--- src/rtl/booth_multiplier_pkg.sv ---
// Shared definitions for the Booth multiplier: FSM state encoding, default width
// and the Booth add/sub/nop select derived from the {Qr[0], q_m1} bit pair.
package mult_pkg;

  localparam int MULT_WIDTH = 16;

  typedef enum logic {
    S_IDLE = 1'b0,
    S_RUN  = 1'b1
  } state_t;

  typedef enum logic [1:0] {
    BOOTH_NOP = 2'b00,
    BOOTH_ADD = 2'b01,
    BOOTH_SUB = 2'b10
  } booth_sel_t;

  // Pair 01 ends a run of ones (add M), pair 10 starts one (subtract M).
  function automatic booth_sel_t booth_select(input logic q0, input logic q_m1);
    case ({q0, q_m1})
      2'b01:   return BOOTH_ADD;
      2'b10:   return BOOTH_SUB;
      default: return BOOTH_NOP;
    endcase
  endfunction

endpackage

--- src/rtl/booth_multiplier_if.sv ---
// Request/result bundle between the EX-stage issue logic (master) and the
// Booth multiplier (slave).
//
// Handshake: start is sampled only while the multiplier is idle; operands are
// captured on that edge. busy is high while iterating. ready is a level: once
// high, result is valid and held until the next accepted start, after which
// ready drops and result keeps its old value until the new completion.
interface booth_multiplier_if #(
  parameter int WIDTH = 16
);
  logic                 start;
  logic [WIDTH-1:0]     multiplicand;
  logic [WIDTH-1:0]     multiplier;
  logic                 busy;
  logic                 ready;
  logic [2*WIDTH-1:0]   result;

  modport master (
    output start, multiplicand, multiplier,
    input  busy, ready, result
  );

  modport slave (
    input  start, multiplicand, multiplier,
    output busy, ready, result
  );
endinterface

--- src/rtl/booth_multiplier_step.sv ---
// One radix-2 Booth iteration: optional add/sub of M into A, then an
// arithmetic right shift of the concatenation {A, Qr, q_m1}.
module booth_step
  import mult_pkg::*;
#(
  parameter int WIDTH = MULT_WIDTH
) (
  input  logic [WIDTH:0]   a,
  input  logic [WIDTH-1:0] qr,
  input  logic             q_m1,
  input  logic [WIDTH:0]   mr,
  input  booth_sel_t       sel,
  output logic [WIDTH:0]   a_new,
  output logic [WIDTH-1:0] qr_new,
  output logic             q_m1_new
);

  logic [WIDTH:0] sum;

  always_comb begin
    sum = a;
    case (sel)
      BOOTH_ADD: sum = a + mr;
      BOOTH_SUB: sum = a - mr;
      default:   sum = a;
    endcase
    // A carries a guard bit so subtracting -2^(WIDTH-1) cannot overflow.
    a_new    = {sum[WIDTH], sum[WIDTH:1]};
    qr_new   = {sum[0], qr[WIDTH-1:1]};
    q_m1_new = qr[0];
  end

endmodule

--- src/rtl/booth_multiplier.sv ---
// Sequential signed WIDTH x WIDTH radix-2 Booth multiplier, one iteration per cycle.
// Optional macro MULT_EARLY_EXIT_EN finishes as soon as no further add/sub can occur.
module booth_multiplier
  import mult_pkg::*;
#(
  parameter int WIDTH = MULT_WIDTH,
  parameter int CNT_W = 5
) (
  input  logic                 clk,
  input  logic                 rst,
  booth_multiplier_if.slave    bus,
  output state_t               dbg_state
);

  localparam logic [CNT_W-1:0] LAST_ITER = CNT_W'(WIDTH - 1);

  state_t               state_q, state_d;
  logic [WIDTH:0]       a_q, a_d;
  logic [WIDTH-1:0]     qr_q, qr_d;
  logic                 q_m1_q, q_m1_d;
  logic [WIDTH:0]       mr_q, mr_d;
  logic [CNT_W-1:0]     cnt_q, cnt_d;
  logic                 ready_q, ready_d;
  logic [2*WIDTH-1:0]   result_q, result_d;

  logic [WIDTH:0]       a_new;
  logic [WIDTH-1:0]     qr_new;
  logic                 q_m1_new;
  logic [CNT_W-1:0]     cnt_next;
  logic                 done;
  logic [2*WIDTH-1:0]   result_fin;

  booth_step #(.WIDTH(WIDTH)) u_step (
    .a        (a_q),
    .qr       (qr_q),
    .q_m1     (q_m1_q),
    .mr       (mr_q),
    .sel      (booth_select(qr_q[0], q_m1_q)),
    .a_new    (a_new),
    .qr_new   (qr_new),
    .q_m1_new (q_m1_new)
  );

  assign cnt_next = cnt_q + 1'b1;

`ifdef MULT_EARLY_EXIT_EN
  logic                     all_ones;
  logic                     all_zeros;
  logic signed [2*WIDTH-1:0] early_prod;

  // Unconsumed multiplier bits plus q_m1 all equal: only shifts remain, so the
  // partial product already in {A, Qr} just needs sign extension.
  always_comb begin
    all_ones  = q_m1_new;
    all_zeros = ~q_m1_new;
    for (int i = 0; i < WIDTH; i++) begin
      if (i < WIDTH - int'(cnt_next)) begin
        all_ones  = all_ones & qr_new[i];
        all_zeros = all_zeros & ~qr_new[i];
      end
    end
    early_prod = $signed({a_new[WIDTH-1:0], qr_new}) >>> (WIDTH - int'(cnt_next));
    done       = all_ones | all_zeros | (cnt_q == LAST_ITER);
    result_fin = early_prod;
  end
`else
  always_comb begin
    done       = (cnt_q == LAST_ITER);
    result_fin = {a_new[WIDTH-1:0], qr_new};
  end
`endif

  always_comb begin
    state_d  = state_q;
    a_d      = a_q;
    qr_d     = qr_q;
    q_m1_d   = q_m1_q;
    mr_d     = mr_q;
    cnt_d    = cnt_q;
    ready_d  = ready_q;
    result_d = result_q;
    case (state_q)
      S_IDLE: begin
        if (bus.start) begin
          a_d     = '0;
          qr_d    = bus.multiplier;
          q_m1_d  = 1'b0;
          mr_d    = {bus.multiplicand[WIDTH-1], bus.multiplicand};
          cnt_d   = '0;
          ready_d = 1'b0;
          state_d = S_RUN;
        end
      end
      S_RUN: begin
        a_d    = a_new;
        qr_d   = qr_new;
        q_m1_d = q_m1_new;
        cnt_d  = cnt_next;
        if (done) begin
          result_d = result_fin;
          ready_d  = 1'b1;
          state_d  = S_IDLE;
        end
      end
      default: state_d = S_IDLE;
    endcase
  end

  always_ff @(posedge clk) begin
    if (rst) begin
      state_q  <= S_IDLE;
      a_q      <= '0;
      qr_q     <= '0;
      q_m1_q   <= 1'b0;
      mr_q     <= '0;
      cnt_q    <= '0;
      ready_q  <= 1'b0;
      result_q <= '0;
    end else begin
      state_q  <= state_d;
      a_q      <= a_d;
      qr_q     <= qr_d;
      q_m1_q   <= q_m1_d;
      mr_q     <= mr_d;
      cnt_q    <= cnt_d;
      ready_q  <= ready_d;
      result_q <= result_d;
    end
  end

  assign bus.busy   = (state_q == S_RUN);
  assign bus.ready  = ready_q;
  assign bus.result = result_q;
  assign dbg_state  = state_q;

endmodule
--- src/flat_wrapper.sv ---
// flat-port wrapper written by rule: the top's interface ports become plain ports
module booth_multiplier_flat import mult_pkg::*;
#(
  parameter int WIDTH = MULT_WIDTH,
  parameter int CNT_W = 5
)
  (clk, rst, dbg_state, bus_start, bus_multiplicand, bus_multiplier, bus_busy, bus_ready, bus_result);
  booth_multiplier_if #(.WIDTH(WIDTH)) bus_i ();
  input  logic clk;
  input  logic rst;
  output state_t dbg_state;
  input wire logic [$bits(bus_i.start)-1:0] bus_start;
  input wire logic [$bits(bus_i.multiplicand)-1:0] bus_multiplicand;
  input wire logic [$bits(bus_i.multiplier)-1:0] bus_multiplier;
  output wire logic [$bits(bus_i.busy)-1:0] bus_busy;
  output wire logic [$bits(bus_i.ready)-1:0] bus_ready;
  output wire logic [$bits(bus_i.result)-1:0] bus_result;
  assign bus_i.start = bus_start;
  assign bus_i.multiplicand = bus_multiplicand;
  assign bus_i.multiplier = bus_multiplier;
  assign bus_busy = bus_i.busy;
  assign bus_ready = bus_i.ready;
  assign bus_result = bus_i.result;
  booth_multiplier #(.WIDTH(WIDTH), .CNT_W(CNT_W)) u_core (.clk(clk), .rst(rst), .bus(bus_i), .dbg_state(dbg_state));
endmodule
--- config.mk ---
export PLATFORM = sky130hd
export DESIGN_NAME = booth_multiplier_flat
export DESIGN_NICKNAME = d
export VERILOG_FILES = /design/src/rtl/booth_multiplier_pkg.sv /design/src/rtl/booth_multiplier_if.sv /design/src/rtl/booth_multiplier_step.sv /design/src/rtl/booth_multiplier.sv /design/src/flat_wrapper.sv
export SDC_FILE = /design/constraint.sdc
export NUM_CORES = 1
export LEC_CHECK = 0
export ABC_CLOCK_PERIOD_IN_PS = 3500
export CAP_MARGIN = 40
export CORE_ASPECT_RATIO = 0.75
export CORE_MARGIN = 1.5
export CORE_UTILIZATION = 40
export DETAILED_ROUTE_END_ITERATION = 7
export HOLD_SLACK_MARGIN = 0.15
export PLACE_DENSITY = 0.73
export REMOVE_ABC_BUFFERS = 1
export SLEW_MARGIN = 40
export SYNTH_ARGS = -nofsm -noshare
export SYNTH_HDL_FRONTEND = slang
export SYNTH_HIERARCHICAL = 1
export SYNTH_SLANG_ARGS = --single-unit
export TNS_END_PERCENT = 5
--- constraint.sdc ---
create_clock -name clk -period 3.5 [get_ports clk]
set_input_delay 0.525 -clock clk [delete_from_list [all_inputs] [get_ports clk]]
set_output_delay 0.525 -clock clk [all_outputs]
set_load 0.05 [all_outputs]
==> impl_metrics.toml <==
[timing]
rsz_0062_raised_after_global_routing = "true"
max_slew_vio_count = 0
final.hold.worst_slack_ps = 473
report.final.hold_viol_count = 0
setup_viol_count_final = 3
fmaxAchievable_mhz = 279
setup_slack_ps = -86.5
slew_headroom = 0.469
fin_setup_tns_ps = -188
finalClockSkew_ps = 12.1
period_needed_ps = 3590
period_share = 1.02
tightest_slew_ps = 797

[layout]
fillers = 1069
finish.net_count = 669
num_antenna_cells = 0
syn_to_final_growth_pct = 23.8
layout-drive-gt1-share = 0.136
finalInstanceArea_um2 = 6010

[routing]
detail_route.wl_per_cell_um = 15.7
drt-met1-wl_mm = 5.85
detailroute.wirelength.met3_um = 831
1st_pass_router_iterations = 5
drc = 0
violation_count_after_the_first_detailed_routing_iteration = 263
routed_length_on_met2_mm = 5.38
dr_total_vias = 4147
route.top_layer_used = "met4"
route.detailed.vias_per_inst = 5.32
wl_mm = 12.2
route.antenna.remaining_nets = 0

[setup_path]
critical_path.endpoint_type = "register"
critical_path.startpoint_type = "register"
critPathArrivalTime_ps = 3860
timing.critical_path.fanout_max = 4
path_delay_family = "simple AND/OR/NAND/NOR gates"
crit_type = "reg -> reg"
critical_path.n_buffers_inverters = 2
setup.reg_to_reg.worst_slack_ps = -90
slowest_stage = "or4b_1"
cp_cell_sequence = "inv_1 > ha_1 > or4b_4 > buf_4 > nor2_1 > nor2_1 > xnor2_1 > ha_2 > a211oi_2 > nor2_1 > o41ai_2 > a211oi_2 > or4b_1 > nand4_1 > a21oi_2 > nor2_1"
cp_slowest_stage_delay_ps = 510
cpMostUsedCell = "nor2_1"
cp_data_required_time_ps = 3770

[die]
rows = 34
die-width_um = 130
placeableCoreArea_um2 = 11700
floorplan.initialDensity = 0.415
top_level_ports = 70
floorplan_die_area_um2 = 12800
die_y_um = 98.4

[placement]
gp_congestion = 0.911
post_dp_hpwl_mm = 8.35
portBuffers = 69
detailed_place.area_um2 = 5610

[worst_hold_path]
hp-class = "reg -> reg"

[clock_network]
insertion_delay_ps = 350
tritoncts.num_buffers = 9
cts.path.max_buffers = 2
clock_tree.root_cell = "clkbuf_16"
clk_transition_reported_paths_ps = 70
ctsHtreeMaxLevel = 3
clock_sink_count = 89
cts_tree = "yes"

[run_status]
failed_checks = "negative setup slack"
run_status = "complete, but fails checks"

[synth]
synth_largest_type_area_fraction = 0.367
yosys.cell_count.top_type = "dfxtp_1"
synth_area_um2 = 4850
most_area_hungry_cell_type_in_the_yosys_netlist = "dfxtp_1"
ys_ff_latch = 89
yosys-top-cells-count = "dfxtp_1 (89), nor2_1 (61), a21oi_1 (54)"
postSynth.asyncResetShare = 0
ys_seq_area_frac = 0.367
synth.area.top_cells = "dfxtp_1 (37%), a22o_1 (5.8%), a21oi_1 (5.6%)"
post_synth.cell_area_avg_um2 = 8.76
post_synth_edffs = 0
dominantRegCellSynth = "dfxtp_1"
yosys_warnings = 6
synth_cell_types = 59
synth_cells = 554

[grt]
global_route_wire_length_before_repair_mm = 19.4
first_global_vias = 4062
grt_use_total = 0.191
initial_antenna_violation_count = 0
maximum_number_of_pins_on_one_net_before_global_route_repair = 69
gr-total-overflow = 0

[run]
timing.max_cap.violations = 0

[pwr]
pwr_density_cell_nw_per_um2 = 443
power_leakage_nw = 2.33
vdd_ir_drop_max_mv = 0.251
metal layers:
layer | vias up | global-route usage
li1 | 2065 | -
met3 | 14 | 0.0581
met2 | 123 | 0.296
met4 | 0 | 0.0479
met5 | - | 0
met1 | 1945 | 0.259
worst paths after layout:
| path | depth (start not counted) | from | to |
|---|---|---|---|
| setup / recovery | 16 | u_core/mr_q[0]$_SDFFE_PP0P_ | u_core/a_q[15]$_SDFFE_PP0P_ |
| hold / removal | 1 | u_core/bus.result[3]$_SDFFE_PP0P_ | u_core/bus.result[3]$_SDFFE_PP0P_ |
| setup reg to reg | 16 | u_core/mr_q[0]$_SDFFE_PP0P_ | u_core/a_q[15]$_SDFFE_PP0P_ |
| hold reg to reg | 1 | u_core/bus.result[3]$_SDFFE_PP0P_ | u_core/bus.result[3]$_SDFFE_PP0P_ |
cell type report:
| cell class | count | area (um2) | share of cell area |
|---|---|---|---|
| repair buffers | 97 | 896 | 0.149 |
| inverters | 13 | 48.8 | 0.00812 |
| flip-flops and latches | 89 | 1780 | 0.297 |
| multi-input cells | 402 | 2780 | 0.462 |
| clock inverters | 7 | 77.6 | 0.0129 |
| well taps | 162 | 203 | 0.0337 |
| clock buffers | 9 | 225 | 0.0375 |
sequential cells by signal, summed over array words and instances (netlist names):
name,cells
u_core/q_m1_q,1
u_core/bus.ready,1
u_core/bus.result,32
u_core/a_q,17
u_core/bus.busy,1
u_core/qr_q,16
u_core/cnt_q,5
u_core/mr_q,16
worst reg2reg max path, stage by stage, from the launching register on:
cell and delay, ps:
dfxtp_1 320, inv_1 60, ha_1 160, or4b_4 490, buf_4 160, nor2_1 90, nor2_1 60, xnor2_1 130
ha_2 210, a211oi_2 260, nor2_1 120, o41ai_2 380, a211oi_2 160, or4b_1 510, nand4_1 200, a21oi_2 90
nor2_1 120
metrics by stage:
stage / power, W / std cells / setup WS [ps] / util
3_5_place_dp: 0.00165 / 761 / -156 / 0.480
2_1_floorplan: 0.00146 / 504 / -184 / -
6_report: 0.00266 / 779 / -86.5 / 0.514
3_3_place_gp: 0.00164 / 761 / 9.63 / 0.480
4_1_cts: 0.00266 / 777 / 9.78 / 0.507
5_1_grt: 0.00278 / 779 / -319 / 0.514
cells in the final DEF (no fill, tap or decap), types with 5 or more instances in the layout:
cell,Yosys,routed
buf_4,23,28
a21oi_1,54,52
o21a_1,5,5
mux2_2,14,14
dfxtp_1,89,88
nor3b_1,21,21
mux2i_1,19,18
clkdlybuf4s50_1,0,68
a22o_1,32,32
ha_1,21,19
inv_1,13,13
o21ai_0,19,16
xnor2_1,21,21
clkbuf_16,0,9
nor2_1,61,61
nand2_1,53,53
cell families after synthesis:
kind of cell	count (synthesis)	synth area share
AND/OR/NAND/NOR	175	0.177
flip-flops	89	0.367
buffers and inverters	63	0.0768
adder cells (fa/ha/maj)	22	0.0583
multiplexers	37	0.0810
XOR/XNOR	23	0.0415
AO/OA/AOI/OAI	145	0.199
timing repair:
| action | 4_1_cts | 5_1_grt |
|---|---|---|
| pin swaps | 0 | 7 |
| buffers inserted | 0 | 2 |
| gates resized for setup | 3 | 15 |
| hold buffers | 0 | 0 |
| setup endpoints to repair | 3 | 12 |
where the power goes:
part	switching (W)	internal [W]	leakage (nW)
Combinational	0.000319	0.000272	1.45
Clock	0.000430	0.000562	0.152
Sequential	0.0000328	0.00104	0.723
Total	0.000781	0.00188	2.33
No activity file was read; power rests on OpenSTA's default activity.
